`src/rtl/gemm_2x2_stream_loader.sv`:
```
// rtl/gemm_2x2_stream_loader.sv - streams eight operand words into a 2x2 GEMM and hands back the result
//
// Purpose:
//   Collects A00..A11 then B00..B11 from a valid/ready word stream into pack
//   registers that drive an external 2x2 GEMM. It waits LATENCY edges for the
//   GEMM result, then captures it and presents it downstream. Only one job is
//   in flight at a time.
//
// Ports:
//   clk        sole clock, rising edge
//   rst        asynchronous active-low reset
//   in_valid   upstream word valid
//   in_data    32-bit unsigned operand word
//   in_ready   loader accepts a word (LOAD state only)
//   mm_A       packed A to gemm, element [r][c] at bits 32*(2r+c) +: 32
//   mm_B       packed B to gemm, same packing
//   mm_out     packed C from gemm, same packing
//   res_valid  captured result available
//   res_data   captured C, same packing
//   res_ready  downstream accepts result
//   busy       high in any state other than LOAD
module gemm_2x2_stream_loader #(
  parameter int LATENCY = 6
) (
  input  logic         clk,
  input  logic         rst,
  input  logic         in_valid,
  input  logic [31:0]  in_data,
  output logic         in_ready,
  output logic [127:0] mm_A,
  output logic [127:0] mm_B,
  input  logic [127:0] mm_out,
  output logic         res_valid,
  output logic [127:0] res_data,
  input  logic         res_ready,
  output logic         busy
);

  localparam int CW = (LATENCY > 1) ? $clog2(LATENCY) : 1;
  localparam logic [CW-1:0] WAIT_LOAD = CW'(LATENCY - 1);

  typedef enum logic [1:0] {
    LOAD  = 2'd0,
    ISSUE = 2'd1,
    WAIT  = 2'd2,
    HOLD  = 2'd3
  } state_t;

  state_t         state;
  state_t         state_nxt;
  logic [2:0]     word_idx;
  logic [CW-1:0]  wait_cnt;
  logic [127:0]   pack_a;
  logic [127:0]   pack_b;
  logic           xfer;
  logic           capture;

  // State is already LOAD while rst is low, so in_ready is gated by rst
  // explicitly to keep it low during reset.
  assign in_ready  = (state == LOAD) && rst;
  assign busy      = (state != LOAD);
  assign res_valid = (state == HOLD);
  assign mm_A      = pack_a;
  assign mm_B      = pack_b;

  assign xfer    = in_valid && in_ready;
  assign capture = (state == WAIT) && (wait_cnt == '0);

  always_comb begin
    state_nxt = state;
    case (state)
      LOAD:    if (xfer && (word_idx == 3'd7)) state_nxt = ISSUE;
      ISSUE:   state_nxt = WAIT;
      WAIT:    if (wait_cnt == '0) state_nxt = HOLD;
      HOLD:    if (res_ready) state_nxt = LOAD;
      default: state_nxt = LOAD;
    endcase
  end

  always_ff @(posedge clk or negedge rst) begin
    if (!rst) begin
      state    <= LOAD;
      word_idx <= 3'd0;
      wait_cnt <= '0;
      pack_a   <= '0;
      pack_b   <= '0;
      res_data <= '0;
    end else begin
      state <= state_nxt;

      // Index bit 2 selects B; the low two bits pick the element slot.
      if (xfer) begin
        word_idx <= word_idx + 3'd1;
        if (!word_idx[2]) pack_a[{word_idx[1:0], 5'd0} +: 32] <= in_data;
        else              pack_b[{word_idx[1:0], 5'd0} +: 32] <= in_data;
      end

      // The counter is loaded on the ISSUE edge, so the capture lands
      // exactly LATENCY edges after the gemm sampled its operands.
      if (state == ISSUE) begin
        wait_cnt <= WAIT_LOAD;
      end else if ((state == WAIT) && (wait_cnt != '0)) begin
        wait_cnt <= wait_cnt - 1'b1;
      end

      if (capture) res_data <= mm_out;
    end
  end

endmodule

```
`config.mk`:
```
export PLATFORM = sky130hd
export DESIGN_NAME = gemm_2x2_stream_loader
export DESIGN_NICKNAME = d
export VERILOG_FILES = /design/src/rtl/gemm_2x2_stream_loader.sv
export SDC_FILE = /design/constraint.sdc
export NUM_CORES = 1
export LEC_CHECK = 0
export CORE_AREA = 4 4 210 212
export CTS_CLUSTER_SIZE = 24
export DETAILED_ROUTE_END_ITERATION = 10
export DIE_AREA = 0 0 214 216
export PLACE_DENSITY = 0.69
export SYNTH_ARGS = -nofsm -noshare
export SYNTH_HDL_FRONTEND = slang
export SYNTH_SLANG_ARGS = --single-unit
export TNS_END_PERCENT = 20
```
`constraint.sdc`:
```
create_clock -name clk -period 2.35 [get_ports clk]
set_input_delay 0.3525 -clock clk [delete_from_list [all_inputs] [get_ports clk]]
set_output_delay 0.3525 -clock clk [all_outputs]
set_load 0.02 [all_outputs]
```
# Yosys cells after proc, flatten, opt, wreduce, memory -nomap -nowiden
# Index checks and enable logic that the tools add are counted.
dict set report totals {
  register_bits 392
  input_bits 164
  output_inout_bits 387
}
dict set report op_classes {
  add_sub_neg 3
  eq_ne 7
  n_shift 2
  mux 8
  bitwise_logic 1
  n_reduce_logical 13
}
# op n
set op_table {}
lappend op_table {{bitwise mux 128 bit} 2}
lappend op_table {{variable shift 32 x 9 -> 128 bit (first input constant)} 1}
lappend op_table {{variable part select 32 x 9 -> 128 bit} 1}
lappend op_table {{negator 7 -> 9 bit} 1}
lappend op_table {{case mux 2 bit (4 select lines)} 1}
lappend op_table {{2-to-1 mux 2 bit} 3}
lappend op_table {{2-to-1 mux 3 bit} 2}
lappend op_table {{logical AND 1 bit} 5}
lappend op_table {{equality test 2 bit (second input constant)} 2}
lappend op_table {{inequality test 2 x 1 -> 1 bit (second input constant)} 2}
lappend op_table {{AND reduction 2 bit} 2}
lappend op_table {{nonzero test 2 bit} 2}
lappend op_table {{adder 3 x 1 -> 3 bit (second input constant)} 1}
lappend op_table {{equality test 3 bit (second input constant)} 1}
lappend op_table {{logical NOT 3 bit} 1}
lappend op_table {{AND reduction 3 bit} 1}
lappend op_table {{nonzero test 3 bit} 1}
lappend op_table {{subtractor 3 x 1 -> 3 bit (second input constant)} 1}
lappend op_table {{equality test 2 x 1 -> 1 bit (second input constant)} 1}
lappend op_table {{logical NOT 2 bit} 1}
lappend op_table {{inequality test 2 bit (second input constant)} 1}
lappend op_table {{inverter 1 bit} 1}

# Depth between registers and ports, before layout
# Gate-level depths: netlist (run 1).
dict set report logic_depth {
  depth_word 6
  mapped_depth 7
  mapped_depth_nobuf 5
}

# Least setup slack after synthesis (run 1)
# Ideal clock, no wire load.
dict set report synth_timing {
  path_type {register -> register}
  start {register state[0]}
  end {register pack_a[10] (netlist: mm_A[10])}
  arrival_ns 1.711
  required_time_ns 2.225
  path_slack_ns 0.514
  stages_incl_launch_ff 7
  path_buffers 1
  period_less_slack_ns 1.836
  cell_sequence {dfrtp_1 inv_1 ha_1 nand3_2 nor3b_2 buf_6 mux2_2}
}
dict set report synth_via {
  elab_chain_cells 4
}
# item line
set synth_rtl {}
lappend synth_rtl {{from (decl)} 49} ;# state_t state;
lappend synth_rtl {{from (signal assigned)} 89} ;# state <= state_nxt;
lappend synth_rtl {{logical NOT 2 bit} 60} ;# assign in_ready = (state == LOAD) && rst;
lappend synth_rtl {{logical AND 1 bit} 60}
lappend synth_rtl {{logical AND 1 bit} 66} ;# assign xfer = in_valid && in_ready;
lappend synth_rtl {{AND reduction 2 bit (no line)} n/a}
lappend synth_rtl {{to (signal, indexed assignment)} 94} ;# if (!word_idx[2]) pack_a[{word_idx[1:0], 5'd0} +: 32] <= in_data;
lappend synth_rtl {{to (decl)} 53} ;# logic [127:0] pack_a;
# Every way passes these cells.
# A chain may end at the register's enable or synchronous reset.

# Final worst setup path (run 1)
dict set report layout_timing {
  start {register state[0]}
  end {output in_ready}
}
dict set report layout_via {
  elab_chain_cells 2
}
# item line
set layout_rtl {}
lappend layout_rtl {{logical NOT 2 bit} 60}
lappend layout_rtl {{logical AND 1 bit} 60}
lappend layout_rtl {{to (decl)} 29} ;# output logic in_ready,
# Every way passes these cells.

==> summary.txt, run 1 <==
CLOCK NETWORK
-----------------------------------------------------------------------------------------------
Clk_lat worst skew                                                                      0.56 ns
Inserted Clock Buffers                                                                       44
Maximum clock path buffer count                                                               3
TritonCTS clock tree                                                                      built
Number of buffers inserted by post-CTS setup repair                                           0
H-tree lvl count                                                                              2
Clock root buffer                                                                  sky130_fd_sc_hd__clkbuf_16
Clock input transition at the sequential cells of the worst setup and hold paths        0.06 ns
Clk sinks                                                                                   392

SYNTH
-----------------------------------------------------------------------------------------------
Top post-synthesis cells by count                                                  sky130_fd_sc_hd__dfrtp_1, sky130_fd_sc_hd__mux2_2, sky130_fd_sc_hd__and2_1
Syn avg cell area                                                                     15.52 um2
Gate Count Post-Synth                                                                      1017
Synthesized cell area                                                                 15780 um2
Top post-synthesis cells by area                                                   sky130_fd_sc_hd__dfrtp_1, sky130_fd_sc_hd__mux2_2, sky130_fd_sc_hd__and2_1, sky130_fd_sc_hd__buf_6, sky130_fd_sc_hd__ha_1
Cell type contributing the most total cell area after synthesis                    sky130_fd_sc_hd__dfrtp_1
Number of distinct standard cells referenced by the synthesized netlist                      32
Total nets after synthesis                                                                 1194
Number of warnings issued by yosys                                                            0
Share of the synthesized area in the top cell type                                       62.16%
Flip-flop and latch count after synthesis                                                   392
Leading register cell type out of synthesis                                        sky130_fd_sc_hd__dfrtp_1
Number of enable flip-flop cells after synthesis                                              0
Sequential-to-total area share from yosys stat                                           62.16%
Cell with the most instances after synthesis                                       sky130_fd_sc_hd__dfrtp_1
Synth async-reset ratio                                                                  100.0%

DIE
-----------------------------------------------------------------------------------------------
Num ports                                                                                   551
Die H                                                                                    216 um
Die Wd                                                                                   214 um
Standard cell core area                                                               41950 um2
Effective utilization at floorplan                                                       37.62%
# rows                                                                                       75
Die Area                                                                              46220 um2

LAYOUT
-----------------------------------------------------------------------------------------------
Share of cells above drive strength 1                                                    30.42%
Core occupancy in the finished layout                                                    56.11%
# nets final                                                                               1772
Synth-to-Final Area Change                                                               49.13%

GLOBAL ROUTING
-----------------------------------------------------------------------------------------------
Number of global-route vias before repair                                                 11818
Wire length of the first global-routing pass                                           77830 um
Largest net degree at the start of global routing                                           155
GRT Residual Overflow                                                                         0
Overall global routing resource usage                                                    22.18%
Antenna violations before repair                                                              3

TIMING
-----------------------------------------------------------------------------------------------
Tmin final                                                                             2.159 ns
Number of failing setup endpoints in the final timing report                                  0
Number of failing hold endpoints at the final stage                                           0
Worst slew margin                                                                        43.21%
RSZ-0062 raised after global routing                                                      false
Max Fclk                                                                             0.4631 GHz
Worst clock skew                                                                     0.02149 ns
Part of the cycle the worst path needs                                                   91.89%
Final Max Slew Viols                                                                          0
Setup TNS Final                                                                            0 ns
Actual slew at the worst max-slew pin                                                 0.8519 ns

ROUTE
-----------------------------------------------------------------------------------------------
Number of DRC markers in iteration 0                                                        475
Number of iterations in the first detailed-routing pass                                       6
Routed via count                                                                          10588
Drt total wl                                                                           52640 um
Detailed-route vias per instance                                                          4.884
Number of antenna-violating nets in the routed design                                         0
Average wire length per cell after detail routing                                      24.28 um
Number of DRC violations after detailed routing                                               0

CRITICAL PATH
-----------------------------------------------------------------------------------------------
Type of the worst setup path                                                       register to output pin
Required arrival time at the worst endpoint                                             2.00 ns
Endpoint class of the critical path                                                  output pin
Crit path max fanout                                                                          6
Endpoint arrival time on the critical path                                              1.81 ns
Critical Path Start Type                                                               register

RUN
-----------------------------------------------------------------------------------------------
Max-capacitance violation count                                                               0

POWER
-----------------------------------------------------------------------------------------------
Worst voltage drop across the vdd grid                                                0.6915 mV
P per Cell Area                                                                     1199 nW/um2
Leakage dissipation                                                                    10.64 nW

PLACED DESIGN
-----------------------------------------------------------------------------------------------
Detailed-placement wirelength estimate                                                 39200 um
Buffers added on ports                                                                      550
Weighted congestion at the end of routability-driven global placement                    0.8348

MIN PATH
-----------------------------------------------------------------------------------------------
Class of the tightest hold or removal check                                        input pin to asynchronous set/reset pin

OUTCOME
-----------------------------------------------------------------------------------------------
Run status                                                                         complete, no violations

[through the flow]
step / power [mW] / setup WS, ns / cell area [um2] / hold slack, ns / instances
floorplan: 15.38 / 0.5140 / 15780 / 0.05691 / 1017
global placement: 21.34 / 0.2423 / 22080 / 0.1800 / 2087
finish: 28.21 / 0.1906 / 23540 / 0.1867 / 2168
detailed placement: 21.61 / 0.1744 / 22080 / 0.1809 / 2087
CTS: 28.61 / 0.01712 / 23530 / 0.1499 / 2166
global route: 29.55 / 0.05010 / 23540 / 0.1778 / 2168
[cell type report]
cell class                      count  area, um2
Clock inverter                     11      143.9
Fill cell                        3482      18410
Antenna cell                        2      5.005
Inverter                            8      30.03
Timing Repair Buffer              583       5932
Sequential cell                   392       9809
Tap cell                          539      674.4
Clock buffer                       67       1299
Multi-Input combinational cell    566       5642
[kinds of logic after synthesis]
group	synth area share [%]
AOI/OAI and AO/OA	0.3331
xor gates and xnor gates	0.05551
adders and majority gates	1.031
buffers and inverters	2.489
DFF	62.16
muxes	27.61
and+or+nand+nor	6.319
[placed cells by master (no fill, tap or decap), types with 3 or more instances in the layout]
cell,Yosys,routed
sky130_fd_sc_hd__clkdlybuf4s50_1,0,547
sky130_fd_sc_hd__dfrtp_1,392,392
sky130_fd_sc_hd__mux2_2,380,380
sky130_fd_sc_hd__and2_1,129,129
sky130_fd_sc_hd__clkbuf_16,0,45
sky130_fd_sc_hd__buf_4,9,18
sky130_fd_sc_hd__buf_12,0,14
sky130_fd_sc_hd__clkbuf_1,12,13
sky130_fd_sc_hd__ha_1,13,12
sky130_fd_sc_hd__clkbuf_8,0,9
sky130_fd_sc_hd__inv_1,8,8
sky130_fd_sc_hd__mux2_1,7,7
sky130_fd_sc_hd__nor2_4,0,4
sky130_fd_sc_hd__clkinv_2,0,4
sky130_fd_sc_hd__nand2b_1,3,3
sky130_fd_sc_hd__nand3_2,3,3
sky130_fd_sc_hd__nor3b_2,2,3
sky130_fd_sc_hd__inv_6,0,3
sky130_fd_sc_hd__bufinv_16,0,3
[routing by layer]
metal / GRT usage, % / share of wire (%) / vias to the layer above
li1: - / - / 4667
met1: 24.81 / 38 / 5403
met2: 38.09 / 50 / 406
met3: 8.453 / 8.1 / 110
met4: 9.509 / 4.3 / 2
met5: 0 / 0.025 / -
[where the power goes]
| group | switching (mW) | internal [mW] |
|---|---|---|
| registers | 1.08 | 8.75 |
| clock network | 2.71 | 4.14 |
| logic | 5.84 | 5.70 |
| total | 9.63 | 18.6 |
[worst max-delay path: stages (launching register included)]
cell and delay (ns):
sky130_fd_sc_hd__dfrtp_1 0.39, sky130_fd_sc_hd__inv_1 0.12, sky130_fd_sc_hd__ha_2 0.26, sky130_fd_sc_hd__and2_1 0.14, sky130_fd_sc_hd__clkdlybuf4s15_2 0.32
[registers in the layout, indices dropped and copies added (netlist names)]
register and flops:
mm_A 128, mm_B 128, res_data 128, state 2
wait_cnt 3, word_idx 3
[path summary, 6_finish.rpt]
| path | slack (ns) | end | startpoint | cells after the start |
|---|---|---|---|---|
| min in group clk | 0.40 | res_data[72]$_DFFE_PN0P_ | mm_out[72] | 2 |
| worst min register to register | 0.50 | mm_A[102]$_DFFE_PN0P_ | mm_A[102]$_DFFE_PN0P_ | 1 |
| worst max register to register | 0.24 | mm_A[46]$_DFFE_PN0P_ | word_idx[0]$_DFFE_PN0N_ | 6 |
| worst max-delay path | 0.19 | in_ready | state[0]$_DFFE_PN0P_ | 4 |
| worst min-delay path | 0.19 | word_idx[2]$_DFFE_PN0N_ | rst | 2 |
| max in group asynchronous | 1.09 | mm_A[105]$_DFFE_PN0P_ | rst | 3 |
[what timing repair did]
action | 4_1_cts | 5_1_grt
resized for setup | 5 | 2
setup endpoints to repair | 2 | 2
endpoints found under the hold margin | 1 | 0
pin swaps | 0 | 0
hold buffers | 1 | 0
Power figures use the tool's default switching activity.
==> run 2, diff against run 1 <==
--- a/config.mk
+++ b/config.mk
@@ -5,11 +5,13 @@
 export SDC_FILE = /design/constraint.sdc
 export NUM_CORES = 1
 export LEC_CHECK = 0
-export CORE_AREA = 4 4 210 212
+export CORE_AREA = 4 4 212 214
+export CTS_BUF_LIST = sky130_fd_sc_hd__clkbuf_8
 export CTS_CLUSTER_SIZE = 24
 export DETAILED_ROUTE_END_ITERATION = 10
-export DIE_AREA = 0 0 214 216
-export PLACE_DENSITY = 0.69
+export DIE_AREA = 0 0 216 218
+export PLACE_DENSITY = 0.68
+export REMOVE_ABC_BUFFERS = 1
 export SYNTH_ARGS = -nofsm -noshare
 export SYNTH_HDL_FRONTEND = slang
 export SYNTH_SLANG_ARGS = --single-unit
==> run 2 against run 1 <==
Net effect: global-route usage down 0.79 points; sequential share of layout area shrank 0.12 points; register-to-register slack worse by 0.05 ns; final cell count is 4.0% higher; combinational power hardly changed; count of clock-buffer cells in the layout grew 25; critical endpoint unchanged.
==> summary.txt, run 2 (same netlist as run 1, synthesis figures left out) <==
ROUTE
-----------------------------------------------------------------------------------------------
Routed via count                                                                          10582
Number of DRC markers in iteration 0                                                        447
Number of iterations in the first detailed-routing pass                                       4
Detailed-route vias per instance                                                          4.695
Number of DRC violations after detailed routing                                               0
Average wire length per cell after detail routing                                      22.85 um
Number of antenna-violating nets in the routed design                                         0
Drt total wl                                                                           51510 um

POWER
-----------------------------------------------------------------------------------------------
Worst voltage drop across the vdd grid                                                0.9846 mV
Switching pwr                                                                          9.811 mW
Leakage dissipation                                                                    10.72 nW
Clock power share                                                                         23.1%
Proportion of power drawn by combinational gates                                          41.6%
P per Cell Area                                                                     1184 nW/um2
Design Power                                                                           27.95 mW
Internal                                                                               18.14 mW
Sequential share of power                                                                 35.3%
Switching share of total power                                                           35.10%

DIE
-----------------------------------------------------------------------------------------------
Standard cell core area                                                               42890 um2
Die Wd                                                                                   216 um
Die H                                                                                    218 um
Num ports                                                                                   551
# rows                                                                                       76
Effective utilization at floorplan                                                       36.80%
Die Area                                                                              47090 um2

CRITICAL PATH
-----------------------------------------------------------------------------------------------
Required arrival time at the worst endpoint                                             2.00 ns
Critical Path Start Type                                                               register
Crit path to                                                                           in_ready
Crit path max fanout                                                                          6
Endpoint arrival time on the critical path                                              1.87 ns
FF-to-FF setup slack                                                                    0.19 ns
CP max-delay cell                                                                  sky130_fd_sc_hd__dfrtp_1
Type of the worst setup path                                                       register to output pin
End of the worst register-to-register path                                         mm_A[86]$_DFFE_PN0P_
Endpoint class of the critical path                                                  output pin
Depth of the worst register-to-register path                                                  6
CP Cell Sequence                                                                   inv_1, ha_2, and2_1, clkdlybuf4s15_1
Worst setup path startpoint                                                        state[0]$_DFFE_PN0P_
RR Startpoint                                                                      word_idx[1]$_DFFE_PN0N_
Longest individual stage delay on the worst path                                        0.40 ns

CLOCK NETWORK
-----------------------------------------------------------------------------------------------
Number of buffers inserted by post-CTS setup repair                                           0
Maximum clock path buffer count                                                               3
TritonCTS clock tree                                                                      built
Clk sinks                                                                                   392
Clk_lat worst skew                                                                      0.63 ns
Clock root buffer                                                                  sky130_fd_sc_hd__clkbuf_8
H-tree lvl count                                                                              3
Clock input transition at the sequential cells of the worst setup and hold paths        0.06 ns
Inserted Clock Buffers                                                                       69

TIMING
-----------------------------------------------------------------------------------------------
Worst clock skew                                                                     0.01641 ns
Number of failing setup endpoints in the final timing report                                  0
Actual slew at the worst max-slew pin                                                 0.9057 ns
Tmin final                                                                             2.218 ns
Part of the cycle the worst path needs                                                   94.38%
Max Fclk                                                                             0.4509 GHz
Final Max Slew Viols                                                                          0
Setup slack after layout                                                              0.1322 ns
RSZ-0062 raised after global routing                                                      false
Worst slew margin                                                                        39.35%
Setup TNS Final                                                                            0 ns
Number of failing hold endpoints at the final stage                                           0

PLACED DESIGN
-----------------------------------------------------------------------------------------------
Worst Setup Slack post-DPL                                                            0.1783 ns
Weighted congestion at the end of routability-driven global placement                    0.7872
Buffers added on ports                                                                      550
Detailed-placement wirelength estimate                                                 37600 um

LAYOUT
-----------------------------------------------------------------------------------------------
Final-layout fill cell count                                                               3562
Most frequent standard cell in the layout excluding fill and tap cells             sky130_fd_sc_hd__clkdlybuf4s50_1
Commonest non-fill, non-tap cells in the layout                                    sky130_fd_sc_hd__clkdlybuf4s50_1, sky130_fd_sc_hd__dfrtp_1, sky130_fd_sc_hd__mux2_2, sky130_fd_sc_hd__and2_1, sky130_fd_sc_hd__clkbuf_8
# nets final                                                                               1794
Share of cells above drive strength 1                                                    31.81%
Synth-to-Final Area Change                                                               49.58%

MIN PATH
-----------------------------------------------------------------------------------------------
Class of the tightest hold or removal check                                        input pin to asynchronous set/reset pin

GLOBAL ROUTING
-----------------------------------------------------------------------------------------------
Antenna violations before repair                                                              2
Overall global routing resource usage                                                    21.40%
GRT Residual Overflow                                                                         0
Number of global-route vias before repair                                                 11690
Wire length of the first global-routing pass                                           75830 um
Largest net degree at the start of global routing                                           159

RUN
-----------------------------------------------------------------------------------------------
Max-capacitance violation count                                                               0

OUTCOME
-----------------------------------------------------------------------------------------------
Run status                                                                         complete, no violations

-- run 2: cell types whose count changed in the layout (fill, tap and decap cells not counted), sizes merged --
cell         delta
buf             -3
clkinv          +4
dlygate4sd2     +1
bufinv          -2
diode           +1
clkbuf         +24
inv            +15
-- run 2: worst min path at each step --
stage / from / end / depth (start not counted)
6_report: rst / mm_A[20]$_DFFE_PN0P_ / 2
3_5_place_dp: rst / mm_A[20]$_DFFE_PN0P_ / 1
3_3_place_gp: rst / word_idx[0]$_DFFE_PN0N_ / 1
2_1_floorplan: rst / mm_A[0]$_DFFE_PN0P_ / 0
4_1_cts: rst / mm_A[20]$_DFFE_PN0P_ / 2
5_1_grt: rst / mm_A[20]$_DFFE_PN0P_ / 2
-- run 2: critical path: cells and delay by family (launching register included) --
kind / cells / cell delay, ns
flip-flops: 1 / 0.40
AND/OR/NAND/NOR: 1 / 0.14
adder cells (fa/ha/maj): 1 / 0.27
buffers and inverters: 2 / 0.43
-- run 2: routing by layer --
layer  wire length, um  vias up  global-route usage, %
met5                 0        -                      0
met4              1752        0                  8.982
met2             25620      327                  35.45
met1             20450     5434                  25.74
met3              3689       95                  7.134
li1                  -     4726                      -
-- run 2: final cells by class --
class | instances | area [um2] | area share, %
flip-flops and latches | 392 | 9809 | 41.56
repair buffers | 580 | 5962 | 25.26
multi-input cells | 566 | 5643 | 23.91
clock buffers | 92 | 1266 | 5.364
well taps | 585 | 732.0 | 3.101
clock inverters | 28 | 155.1 | 0.6573
inverters | 8 | 30.03 | 0.1272
diodes | 3 | 7.507 | 0.03180
-- run 2: through the flow --
step | instances | area, um2 | hold slack (ns) | util [%]
floorplan | 966 | 15420 | 0.05691 | -
global placement | 2130 | 22170 | 0.2108 | 51.68
detailed placement | 2130 | 22170 | 0.2102 | 51.68
CTS | 2251 | 23600 | 0.1754 | 55.02
global route | 2253 | 23600 | 0.1776 | 55.04
finish | 2254 | 23610 | 0.2124 | 55.04
-- run 2: what timing repair did --
action,4_1_cts,5_1_grt
cloned,0,0
resized for setup,3,1
hold buffers,1,0
hold endpoints to repair,104,0
setup endpoints to repair,2,1
-- run 2: power groups by stage --
stage                     Sequential [mW]  Clock [mW]  Combinational [mW]
after floorplan                      12.2           0                3.08
after detailed placement             9.96           0                11.7
after global placement               9.86           0                11.6
final                                9.88        6.46                11.6
after global routing                 10.1        6.95                12.3
after CTS                            9.87        6.66                11.8
